<file path="src/rtl/udp_pkg.sv">
// udp_pkg: shared UDP transmit-path types and constants
package udp_pkg;
    localparam int UDP_HDR_BYTES = 8;
    typedef logic [15:0] udp_port_t;
    typedef enum logic [1:0] {IDLE, HDR, PAYLOAD} arb_state_t;
endpackage

</file>
<file path="src/rtl/rr_priority_select.sv">
// rr_priority_select: first set request at or after ptr, scanning upward modulo N
// Ports: req (request vector), ptr (highest-priority index), found (any request), idx (winning index)
module rr_priority_select #(
    parameter int N  = 2,
    parameter int GW = (N > 1) ? $clog2(N) : 1
) (
    input  logic [N-1:0]  req,
    input  logic [GW-1:0] ptr,
    output logic          found,
    output logic [GW-1:0] idx
);
    logic [GW-1:0] cand;
    // Scan from the farthest offset down so the nearest request to ptr wins last.
    always_comb begin
        found = 1'b0;
        idx   = ptr;
        cand  = ptr;
        for (int k = N - 1; k >= 0; k--) begin
            cand = GW'((32'(ptr) + 32'(k)) % N);
            if (req[cand]) begin
                found = 1'b1;
                idx   = cand;
            end
        end
    end
endmodule

</file>
<file path="src/rtl/udp_tx_arbiter.sv">
// udp_tx_arbiter: packet-level round-robin share of one udp_tx engine among NUM_PORTS clients
// Ports: i_clk/i_reset_n (sync active-low); s_udp_hdr_* / s_tx_axis_* packed per-client header and payload;
//        m_udp_hdr_* / m_tx_axis_* to udp_tx; o_busy (packet granted); o_grant (current/last granted client)
module udp_tx_arbiter
    import udp_pkg::*;
#(
    parameter  int NUM_PORTS      = 2,
    parameter  int AXI_DATA_WIDTH = 8,
    localparam int GRANT_W        = (NUM_PORTS > 1) ? $clog2(NUM_PORTS) : 1
) (
    input  logic                                i_clk,
    input  logic                                i_reset_n,
    input  logic [NUM_PORTS-1:0]                s_udp_hdr_tvalid,
    output logic [NUM_PORTS-1:0]                s_udp_hdr_trdy,
    input  logic [16*NUM_PORTS-1:0]             s_udp_src_port,
    input  logic [16*NUM_PORTS-1:0]             s_udp_dst_port,
    input  logic [AXI_DATA_WIDTH*NUM_PORTS-1:0] s_tx_axis_tdata,
    input  logic [NUM_PORTS-1:0]                s_tx_axis_tvalid,
    input  logic [NUM_PORTS-1:0]                s_tx_axis_tlast,
    output logic [NUM_PORTS-1:0]                s_tx_axis_trdy,
    output logic                                m_udp_hdr_tvalid,
    input  logic                                m_udp_hdr_trdy,
    output logic [15:0]                         m_udp_src_port,
    output logic [15:0]                         m_udp_dst_port,
    output logic [AXI_DATA_WIDTH-1:0]           m_tx_axis_tdata,
    output logic                                m_tx_axis_tvalid,
    output logic                                m_tx_axis_tlast,
    input  logic                                m_tx_axis_trdy,
    output logic                                o_busy,
    output logic [GRANT_W-1:0]                  o_grant
);
    arb_state_t         state_q, state_d;
    logic [GRANT_W-1:0] grant_q, grant_d, rr_ptr_q, rr_ptr_d, sel_idx;
    udp_port_t          src_q, src_d, dst_q, dst_d;
    logic               sel_found, in_pay;

    rr_priority_select #(.N(NUM_PORTS), .GW(GRANT_W)) u_sel (
        .req   (s_udp_hdr_tvalid),
        .ptr   (rr_ptr_q),
        .found (sel_found),
        .idx   (sel_idx)
    );

    always_comb begin
        state_d          = state_q;
        grant_d          = grant_q;
        rr_ptr_d         = rr_ptr_q;
        src_d            = src_q;
        dst_d            = dst_q;
        s_udp_hdr_trdy   = '0;
        s_tx_axis_trdy   = '0;
        in_pay           = state_q == PAYLOAD;
        m_udp_hdr_tvalid = state_q == HDR;
        m_udp_src_port   = src_q;
        m_udp_dst_port   = dst_q;
        m_tx_axis_tdata  = s_tx_axis_tdata[grant_q*AXI_DATA_WIDTH +: AXI_DATA_WIDTH];
        m_tx_axis_tvalid = in_pay & s_tx_axis_tvalid[grant_q];
        m_tx_axis_tlast  = in_pay & s_tx_axis_tlast[grant_q];
        case (state_q)
            // No header is acknowledged while reset is held: it would be discarded at the edge.
            IDLE: if (sel_found && i_reset_n) begin
                s_udp_hdr_trdy[sel_idx] = 1'b1;
                src_d   = s_udp_src_port[sel_idx*16 +: 16];
                dst_d   = s_udp_dst_port[sel_idx*16 +: 16];
                grant_d = sel_idx;
                state_d = HDR;
            end
            HDR: if (m_udp_hdr_trdy) state_d = PAYLOAD;
            PAYLOAD: begin
                s_tx_axis_trdy[grant_q] = m_tx_axis_trdy;
                if (m_tx_axis_tvalid && m_tx_axis_trdy && m_tx_axis_tlast) begin
                    rr_ptr_d = (grant_q == GRANT_W'(NUM_PORTS - 1)) ? '0 : grant_q + 1'b1;
                    state_d  = IDLE;
                end
            end
            default: state_d = IDLE;
        endcase
    end

    always_ff @(posedge i_clk) begin
        if (!i_reset_n) begin
            state_q  <= IDLE;
            grant_q  <= '0;
            rr_ptr_q <= '0;
            src_q    <= '0;
            dst_q    <= '0;
        end else begin
            state_q  <= state_d;
            grant_q  <= grant_d;
            rr_ptr_q <= rr_ptr_d;
            src_q    <= src_d;
            dst_q    <= dst_d;
        end
    end

    assign o_busy  = state_q != IDLE;
    assign o_grant = grant_q;
endmodule

</file>
<file path="config.mk">
export PLATFORM = sky130hd
export DESIGN_NAME = udp_tx_arbiter
export DESIGN_NICKNAME = d
export VERILOG_FILES = /design/src/rtl/udp_pkg.sv /design/src/rtl/rr_priority_select.sv /design/src/rtl/udp_tx_arbiter.sv
export SDC_FILE = /design/constraint.sdc
export NUM_CORES = 1
export LEC_CHECK = 0
export ABC_AREA = 0
export BUFFER_PORTS_ARGS = -buffer_cell sky130_fd_sc_hd__buf_2
export CORE_MARGIN = 1.5
export CORE_UTILIZATION = 26
export DETAILED_ROUTE_END_ITERATION = 8
export PLACE_DENSITY = 0.67
export SLEW_MARGIN = 20
export SYNTH_ARGS = -nofsm -noshare
export SYNTH_HDL_FRONTEND = slang
export SYNTH_SLANG_ARGS = --single-unit
export TNS_END_PERCENT = 30
</file>
<file path="constraint.sdc">
create_clock -name i_clk -period 1.6 [get_ports i_clk]
set_input_delay 0.08 -clock i_clk [delete_from_list [all_inputs] [get_ports i_clk]]
set_output_delay 0.08 -clock i_clk [all_outputs]
set_load 0.02 [all_outputs]
</file>
### Yosys cells after proc, flatten, opt, wreduce, memory -nomap -nowiden

Cells that the tools add are included.

* ROM bits: 0
* flip-flop bits (word level): 36
* output and inout bits: 49
* RAM bits: 0
* bits in latches: 0
* word-level logic and storage cells: 58
* memories kept: 0

* shift-type cells: 3
* multiplexer cells: 24
* equal/unequal tests: 5
* add/sub/neg operators: 2
* $lt $le $gt $ge: 6
* div/mod/pow operators: 0
* bitwise logic cells: 3
* reduce and logical (&&, ||, !) cells: 10
* multiply operators: 0

Operators with widths (count)
* variable part select 32 x 6 -> 16 bit: 2
* variable part select 16 x 5 -> 8 bit: 1
* two-way mux 1 bit: 15
* two-way mux 2 bit: 6
* less-than comparator 1 x 2 -> 1 bit, second input constant: 4
* one-hot mux 2 bit (3 select lines): 1
* logical AND 1 bit: 5
* != test 2 x 1 -> 1 bit, second input constant: 2
* AND reduction 2 bit: 2
* AND reduction 3 bit: 1
* adder 1 bit, second input constant: 2
* AND 1 bit: 2
* AND 2 bit: 1
* demux 1 bit (select 1 bit): 2
* == test 2 x 1 -> 1 bit, second input constant: 1
* == test 2 bit, second input constant: 1
* >= comparator 1 bit, second input constant: 2
* zero test 2 bit: 1
* != test 2 bit, second input constant: 1
* nonzero test 2 bit: 1

### Longest topological paths before layout

Gate-level depths: netlist of the first run.

* depth after elaboration: 11
* depth in mapped cells: 5
* mapped depth without buffers: 4

### Hierarchy

A second synthesis of the first run with hierarchy kept.

* cells, all modules: 186
* area, all modules: 1856.8 sq um

By module, submodules not included
* udp_tx_arbiter: sequential area each 720.7 sq um, times used 1, area an instance 1838.0 sq um, cells each 182
* rr_priority_select: sequential area each 0.0 sq um, times used 1, area an instance 18.8 sq um, cells each 4

### Worst setup path after synthesis of the first run

Ideal clock, no wire load.

* path type: flip-flop to flip-flop
* from: reg state_q[0]
* to: reg grant_q (netlist: o_grant)
* arrival: 1.365 ns
* data required time: 1.476 ns
* clock period less this slack: 1.488 ns
* slack: 0.112 ns
* stages on the path, launching flop included: 6
* cell sequence: dfxtp_1 -> or2_4 -> nor3b_4 -> buf_6 -> and2_1 -> nor2_1

* cells in the longest elaborated chain, start to end: 2

Ends and longest elaborated chain
* from (decl): line udp_tx_arbiter.sv:32 `arb_state_t state_q, state_d;`
* from (signal assigned): line udp_tx_arbiter.sv:88 `state_q <= state_d;`
* zero test 2 bit: line udp_tx_arbiter.sv:59 `case (state_q)`
* AND reduction 2 bit (no source line)
* to (signal assigned): line udp_tx_arbiter.sv:89 `grant_q <= grant_d;`
* to (decl): line udp_tx_arbiter.sv:33 `logic [GRANT_W-1:0] grant_q, grant_d, rr_ptr_q, rr_ptr_d, sel_idx;`

Every way passes these cells.
A chain may end at the register's enable or synchronous reset.

### Worst setup path after layout of the first run

* from: reg state_q[1]
* to: out s_udp_hdr_trdy[0]

* cells in the longest elaborated chain, start to end: 2

Ends and longest elaborated chain
* zero test 2 bit: line udp_tx_arbiter.sv:59
* two-way mux 2 bit: line udp_tx_arbiter.sv:59
* to (decl): line udp_tx_arbiter.sv:14 `output logic [NUM_PORTS-1:0] s_udp_hdr_trdy,`

Every way passes these cells.

==> flow_metrics.tcl, run 1 <==
set metrics [dict create \
    cts_hold_buf 0 \
    layout-drive-gt1-share_pct 49.0 \
    p_leak_nw 1.40 \
    max_stage_delay_ns 0.32 \
    start_util_pct 27.0 \
    cp_max_fo 4 \
    yosysSeqAreaShare_pct 42.1 \
    finalNonFillerCells 440 \
    arrival_ns 1.56 \
    grt_max_degree 38 \
    wl_microns 5430 \
    drv_slew 0 \
    fill_cells 648 \
    insertion_delay_ns 0.28 \
    core_area_sq_um 6350 \
    cp_top_family "simple AND/OR/NAND/NOR gates" \
    setup_ws_ns -0.0428 \
    final-hold-violation-count 0 \
    hold_path_class "in -> reg" \
    clock-sinks 36 \
    setup_viol 2 \
    max_slew_margin_pct 64.4 \
    crit_chain "or2_4 -> nor3b_4 -> buf_12 -> and2_4 -> buf_6" \
    power.density_cell_area_nw_per_um2 956 \
    path_clk_slew_ns 0.07 \
    ant_nets 0 \
    worstMarginPinSlew_ns 0.534 \
    grt_setup_unrepaired "true" \
    timing.final.crit_share_pct 103 \
    yosys_register_bits 36 \
    total_power_mw 2.58 \
    vias 2093 \
    fin_hold_ws_ns 0.0506 \
    cts_max_path_buffers 2 \
    synth_cell_types 26 \
    status "finished with violations" \
    violations "negative setup slack" \
    post-route-min-period_ns 1.64 \
    syn-cell-area_sq_um 1710 \
    overflow 0 \
    die-area_sq_um 7080 \
    viasPerCell 4.76 \
    dp_hpwl_microns 3770 \
    crit_type "reg -> out" \
    first_pass_iters 4 \
    drc_errors 0 \
    layout.nets 453 \
    cp.required_ns 1.52 \
    slowest_stage "dfxtp_2" \
    cp-end-kind "primary output" \
    final_util_pct 42.5 \
    area_delta_synth_final_pct 57.5 \
    drt_iter0_drc 104 \
    syn_inst 220 \
    finalClockSkew_ns 0.00448 \
    diodes 0 \
    h-tree-depth 2 \
    layout_common_cells "buf_2, nand2_1, dfxtp_1" \
    ios 139 \
    gp_congestion 0.696 \
    grt_antenna_before_repair 0 \
    max_freq_mhz 609 \
    grt_pass1_wl_microns 8870 \
    post_drt_wl_per_cell_microns 12.3 \
    grt_pass1_vias 1892 \
    num_rows 29 \
    die_x_microns 84.1 \
    cts_buffers 5 \
    critPathLaunchType "flip-flop" \
    synth_nets 310 \
    root_buffer "clkbuf_8" \
    final_common_cell "buf_2" \
    ir_worst_vdd_mv 0.410 \
    grt_usage_pct 15.4 \
    drv_cap 0 \
    worst-path-buf-inv 2 \
    pre_cts_slack_ns 0.0731 \
    die_h_microns 84.1 \
    cts_tree "built" \
    yosysWarnings 0 \
    avgSynthCellArea_sq_um 7.78 \
    dp_cells 424 \
    port_buffers 138 \
]
synth_stat cells (all sizes together):
master | n | area share (%)
clkbuf | 11 | 2.4
o211a | 1 | 0.58
and2 | 2 | 0.73
a31o | 1 | 0.51
a21oi | 1 | 0.51
nand2b | 2 | 0.73
dfxtp | 36 | 42
a31oi | 32 | 12
nor2b | 3 | 1.1
inv | 2 | 0.44
nor3 | 1 | 0.29
mux2i | 2 | 1.2
a21o | 1 | 0.44
o21ai | 34 | 9.9
nor3b | 1 | 1.1
or2 | 1 | 0.51
and3 | 1 | 0.37
nor2 | 4 | 0.88
buf | 8 | 4.1
nand3 | 1 | 0.29
nand2 | 66 | 14
mux2 | 8 | 5.3
nor4 | 1 | 0.37
state kept, by name, summed over array words and instances (netlist names):
register / cells
m_udp_dst_port: 16
m_udp_src_port: 16
o_grant: 1
rr_ptr_q: 1
state_q: 2
timing repair:
| action | CTS | global route |
|---|---|---|
| hold endpoints to repair | 0 | 0 |
| cloned | 2 | 0 |
| gates resized for setup | 11 | 0 |
| setup endpoints to repair | 2 | 35 |
| pin swaps | 2 | 1 |
| buffers inserted | 7 | 0 |
path summary, 6_finish.rpt:
path | endpoint | cells after the start | slack [ns] | from
worst min-delay path | m_udp_dst_port[10] | 3 | 0.05 | s_udp_dst_port[10]
worst max-delay path | s_udp_hdr_trdy[0] | 5 | -0.04 | state_q[1]
worst max register to register | m_udp_dst_port[12] | 6 | 0.01 | state_q[1]
worst min register to register | m_udp_src_port[1] | 2 | 0.52 | m_udp_src_port[1]
logic make-up (layout without fill, tap and decap cells):
logic type	Yosys count	after routing	share of synthesized area, %
simple gates	83	83	20.8
compound gates	70	70	23.7
mux	10	10	6.43
buf+inv	21	164	6.94
flops	36	36	42.1
metal layers:
metal | vias up | global-route usage, % | routed length (microns)
met4 | 0 | 3.58 | 24
met3 | 2 | 4.42 | 487
met2 | 119 | 27.3 | 2680
met1 | 927 | 18.4 | 2240
li1 | 1045 | - | -
met5 | - | 0 | 0
worst register-to-register path, delay by kind of cell, from the launching register on:
family | cells | cell delay [ns]
AOI/OAI and AO/OA | 2 | 0.26
buffers and inverters | 2 | 0.37
DFF | 1 | 0.32
and+or+nand+nor | 2 | 0.57
stage by stage:
stage / cell area [sq um] / setup TNS [ns]
after floorplan: 1710 / 0
after global placement: 2460 / 0
after detailed placement: 2460 / 0
after CTS: 2700 / -0.247
after global routing: 2700 / -1.94
final: 2700 / -0.0820
layout make-up:
cell class              instances  area (sq um)  area share, %
clock buffers                   7          96.3           3.57
inverters                       2          7.51          0.278
multi-input cells             163           877           32.5
flip-flops and latches         36           723           26.8
well taps                      77          96.3           3.57
repair buffers                155           896           33.2
report_power, final:
group          switching (mW)  total (mW)  leakage, nW  internal (mW)
clock network           0.311       0.694       0.0503          0.384
logic                   0.458       0.837         1.05          0.379
registers              0.0494        1.05        0.297          0.997
Note: power is estimated with default switching activity, not from simulation.
==> run 2, diff against run 1 <==
--- a/config.mk
+++ b/config.mk
@@ -6,11 +6,11 @@
 export NUM_CORES = 1
 export LEC_CHECK = 0
 export ABC_AREA = 0
-export BUFFER_PORTS_ARGS = -buffer_cell sky130_fd_sc_hd__buf_2
 export CORE_MARGIN = 1.5
 export CORE_UTILIZATION = 26
 export DETAILED_ROUTE_END_ITERATION = 8
-export PLACE_DENSITY = 0.67
+export DONT_BUFFER_PORTS = 1
+export PLACE_DENSITY = 0.49
 export SLEW_MARGIN = 20
 export SYNTH_ARGS = -nofsm -noshare
 export SYNTH_HDL_FRONTEND = slang
==> run 2 against run 1 <==
Effect of this change: the flow still finishes with violations (negative setup slack); cell count shrank 16%; first-iteration DRC count shrank 40%; sequential power grew 12%; maximum frequency grew 1.4%; utilization shrank 0.87 points; worst hold slack gained 0.047 ns; critical path depth is the same; setup slack gained 0.022 ns; critical path type unchanged; critical endpoint unchanged.
==> flow_metrics.tcl, run 2 (synthesis results as in run 1) <==
set metrics [dict create \
    status "finished with violations" \
    violations "negative setup slack" \
    pwr-share-seq_pct 47.8 \
    max_slew_margin_pct 67.9 \
    critPathLaunchType "flip-flop" \
    fin_hold_ws_ns 0.0981 \
    layout_common_cells "nand2_1, dlygate4sd3_1, dfxtp_1" \
    dp_cells 289 \
    arrival_ns 1.54 \
    num_rows 29 \
    wl_microns 5590 \
    grt_max_degree 38 \
    timing.final.crit_share_pct 101 \
    grt_pass1_wl_microns 9030 \
    overflow 0 \
    cp-end-kind "primary output" \
    power.density_cell_area_nw_per_um2 930 \
    slowest_stage "dfxtp_2" \
    crit_type "reg -> out" \
    dp_hpwl_microns 3190 \
    dpl_cell_area_sq_um 1790 \
    max_freq_mhz 617 \
    root_buffer "clkbuf_8" \
    start_util_pct 27.0 \
    area_delta_synth_final_pct 54.3 \
    cts_tree "built" \
    ir_worst_vdd_mv 0.428 \
    crit_chain "or2_4 -> nor3b_4 -> buf_12 -> and2_4 -> buf_6" \
    path_clk_slew_ns 0.07 \
    diodes 0 \
    design_area_sq_um 2640 \
    max_stage_delay_ns 0.32 \
    pwr-share-comb_pct 25.1 \
    port_buffers 0 \
    first_pass_iters 4 \
    grt_antenna_before_repair 0 \
    layout.nets 381 \
    p_sw_share_pct 32.2 \
    die-area_sq_um 7080 \
    gp_congestion 0.688 \
    drv_slew 0 \
    cp_max_fo 3 \
    layout-drive-gt1-share_pct 13.7 \
    cts_buffers 5 \
    total_power_mw 2.46 \
    final_util_pct 41.6 \
    post-route-min-period_ns 1.62 \
    cts_max_path_buffers 2 \
    cp.required_ns 1.52 \
    grt_pass1_vias 1889 \
    clkPwrFrac_pct 27.0 \
    vias 1896 \
    final_common_cell "nand2_1" \
    setup_viol 1 \
    insertion_delay_ns 0.28 \
    clock-sinks 36 \
    hold_path_class "in -> reg" \
    viasPerCell 5.14 \
    setup_ws_ns -0.0203 \
    core_area_sq_um 6350 \
    ios 139 \
    grt_setup_unrepaired "true" \
    die_h_microns 84.1 \
    grt_usage_pct 15.8 \
    h-tree-depth 2 \
    drv_cap 0 \
    p_int_mw 1.67 \
    finalClockSkew_ns 0.00793 \
    p_leak_nw 1.07 \
    netSwitchingPower_mw 0.791 \
    die_x_microns 84.1 \
    drt_iter0_drc 62 \
    drc_errors 0 \
    final-hold-violation-count 0 \
    finalNonFillerCells 369 \
    post_drt_wl_per_cell_microns 15.2 \
    worstMarginPinSlew_ns 0.476 \
    ant_nets 0 \
]
==> run 2: cell types whose count changed in the layout (fill, tap and decap cells not counted) <==
cell,delta
buf_2,-136
buf_12,+1
clkbuf_1,+2
buf_16,-1
dlygate4sd3_1,+65
buf_6,-1
clkbuf_8,-1
==> run 2: routing by layer <==
metal  part of all wire, %  global-route usage, %
met5                     0                      0
met4                  0.95                   4.62
met3                   8.4                   4.72
met2                    51                   28.4
met1                    40                   18.0
==> run 2: path summary, 6_finish.rpt <==
check,from,to,slack [ns],cells after the start
max reg2reg,state_q[1],o_grant,0.02,6
min reg2reg,rr_ptr_q,rr_ptr_q,0.55,1
max,state_q[1],s_udp_hdr_trdy[0],-0.02,5
min,m_tx_axis_trdy,state_q[1],0.1,3
==> run 2: worst max-delay path, delay by kind of cell (launching register included) <==
| family | cells | cell delay [ns] |
|---|---|---|
| buf+inv | 2 | 0.25 |
| flops | 1 | 0.32 |
| simple gates | 3 | 0.69 |
==> run 2: timing repair <==
item,in CTS,in global routing
setup buffers,6,0
resized for setup,5,3
pin swaps,2,1
cloned,2,0
hold buffers,66,0
endpoints found under the hold margin,36,0
endpoints found under the setup margin,2,35
==> run 2: through the flow <==
stage	setup TNS (ns)	worst slack [ns]
floorplan	0	0.112
global placement	0	0.113
detailed placement	0	0.0733
CTS	-0.0480	-0.0473
global route	-0.766	-0.0925
finish	-0.0203	-0.0203
==> run 2: cell type report <==
| cell class | count | area [sq um] |
|---|---|---|
| fill | 637 | 3710 |
| multi-input combinational | 163 | 877 |
| tap | 77 | 96.3 |
| clock buffer | 8 | 90.1 |
| inverter | 2 | 7.51 |
| sequential | 36 | 723 |
| timing repair buffer | 83 | 847 |
==> run 2: power groups by stage <==
| stage | Combinational [mW] | Clock, mW | Sequential [mW] |
|---|---|---|---|
| after floorplan | 0.357 | 0 | 1.18 |
| after global placement | 0.402 | 0 | 1.20 |
| after detailed placement | 0.407 | 0 | 1.20 |
| after CTS | 0.640 | 0.703 | 1.17 |
| after global routing | 0.680 | 0.745 | 1.19 |
| final | 0.618 | 0.664 | 1.18 |
==> run 3, diff against run 2 <==
--- a/config.mk
+++ b/config.mk
@@ -11,6 +11,7 @@
 export DETAILED_ROUTE_END_ITERATION = 8
 export DONT_BUFFER_PORTS = 1
 export PLACE_DENSITY = 0.49
+export REMOVE_ABC_BUFFERS = 1
 export SLEW_MARGIN = 20
 export SYNTH_ARGS = -nofsm -noshare
 export SYNTH_HDL_FRONTEND = slang
==> constraint.sdc (replaced) <==
create_clock -name i_clk -period 1.87 [get_ports i_clk]
set_input_delay 0.0935 -clock i_clk [delete_from_list [all_inputs] [get_ports i_clk]]
set_output_delay 0.0935 -clock i_clk [all_outputs]
set_load 0.02 [all_outputs]
==> run 3 against run 2 <==
Effect of this change: sequential share of layout area is 0.94 points higher; critical path type unchanged; total power down 17%; die area unchanged; highest routed layer unchanged; the flow now finishes without violations.
==> flow_metrics.tcl, run 3 (synthesis results as in run 1) <==
set metrics [dict create \
    worstMarginPinSlew_ns 0.482 \
    cp.required_ns 1.78 \
    final-hold-violation-count 0 \
    insertion_delay_ns 0.28 \
    p_leak_nw 1.02 \
    crit-reg2reg-launch "state_q[0]" \
    cp_max_fo 35 \
    area_delta_synth_final_pct 48.7 \
    cts_max_path_buffers 2 \
    cp-end-kind "primary output" \
    layout-drive-gt1-share_pct 10.2 \
    crit_type "reg -> out" \
    layout.nets 374 \
    dp_hpwl_microns 3330 \
    design_area_sq_um 2540 \
    power.density_cell_area_nw_per_um2 803 \
    die_x_microns 84.1 \
    first_pass_iters 4 \
    vias 1834 \
    start_util_pct 27.0 \
    core_area_sq_um 6350 \
    cts_resized 0 \
    critPathLaunch "state_q[0]" \
    grt_pass1_vias 1865 \
    ff2ff_path_depth 5 \
    pre_cts_slack_ns 0.312 \
    clock-sinks 36 \
    drv_cap 0 \
    root_buffer "clkbuf_8" \
    cts_buffers 5 \
    total_power_mw 2.04 \
    grt_usage_pct 15.4 \
    grt_max_degree 38 \
    drt_iter0_drc 68 \
    r2r_slack_ns 0.31 \
    grt_antenna_before_repair 0 \
    gp_congestion 0.674 \
    timing.final.crit_share_pct 93.1 \
    max_stage_delay_ns 0.33 \
    viasPerCell 5.07 \
    ant_nets 0 \
    ir_worst_vdd_mv 0.432 \
    final_util_pct 40.1 \
    h-tree-depth 2 \
    setup_viol 0 \
    critPathLaunchType "flip-flop" \
    crit_chain "or2_4 -> nor3b_4 -> buf_12 -> and2_1" \
    slowest_stage "dfxtp_1" \
    post_drt_wl_per_cell_microns 15.3 \
    max_slew_margin_pct 67.6 \
    layout_common_cells "nand2_1, dlygate4sd3_1, dfxtp_1" \
    grt_setup_unrepaired "false" \
    critPathCapture "s_udp_hdr_trdy[0]" \
    setup-tns-final_ns 0 \
    die_h_microns 84.1 \
    cts_tree "built" \
    final_common_cell "nand2_1" \
    status "finished, final reports clean" \
    setup_ws_ns 0.128 \
    diodes 0 \
    postCtsSetupBuffers 0 \
    port_buffers 0 \
    hold_path_class "in -> reg" \
    drv_slew 0 \
    drc_errors 0 \
    wl_microns 5550 \
    path_clk_slew_ns 0.07 \
    reg2reg_to "o_grant" \
    ios 139 \
    post-route-min-period_ns 1.74 \
    die-area_sq_um 7080 \
    overflow 0 \
    grt_pass1_wl_microns 8780 \
    num_rows 29 \
    finalClockSkew_ns 0.00317 \
    max_freq_mhz 574 \
    arrival_ns 1.65 \
    dpl_cell_area_sq_um 1780 \
]
-- run 3: power by group --
group	switching (mW)	total [mW]	internal [mW]	leakage, nW
Clock	0.263	0.564	0.301	0.0455
Combinational	0.245	0.474	0.229	0.677
Sequential	0.153	1.01	0.853	0.297
Total	0.662	2.04	1.38	1.02
-- run 3: routing by layer --
metal / wire length, microns / track usage (%) / up-vias
li1: - / - / 897
met1: 2240 / 16.9 / 835
met2: 2880 / 29.1 / 100
met3: 418 / 4.42 / 2
met4: 15 / 3.58 / 0
met5: 0 / 0 / -
-- run 3: critical path, delay by kind of cell, from the launching register on --
kind / cells / cell delay (ns)
buf+inv: 1 / 0.21
flops: 1 / 0.33
simple gates: 3 / 0.83
-- run 3: what timing repair did --
item,4_1_cts,5_1_grt
hold endpoints to repair,36,0
hold buffers,66,0
setup endpoints to repair,0,0
-- run 3: per-stage QoR --
stage	instances	hold slack, ns
global route	362	0.116
floorplan	201	0.224
CTS	362	0.117
detailed placement	288	0.238
finish	362	0.125
global placement	288	0.234
-- run 3: how the worst min path moves through the flow --
stage,from,to,slack [ns],cells after the start
after floorplan,i_reset_n,state_q[1],0.22,2
after global placement,i_reset_n,rr_ptr_q,0.23,1
after detailed placement,i_reset_n,rr_ptr_q,0.24,1
after CTS,i_reset_n,rr_ptr_q,0.12,2
after global routing,i_reset_n,rr_ptr_q,0.12,2
final,i_reset_n,rr_ptr_q,0.13,2
-- run 3: area by class of cell --
| class | count | area, sq um |
|---|---|---|
| clock buffers | 8 | 90.1 |
| repair buffers | 76 | 758 |
| flip-flops and latches | 36 | 721 |
| multi-input cells | 163 | 872 |
| well taps | 77 | 96.3 |
| inverters | 2 | 7.51 |
| fillers | 630 | 3800 |
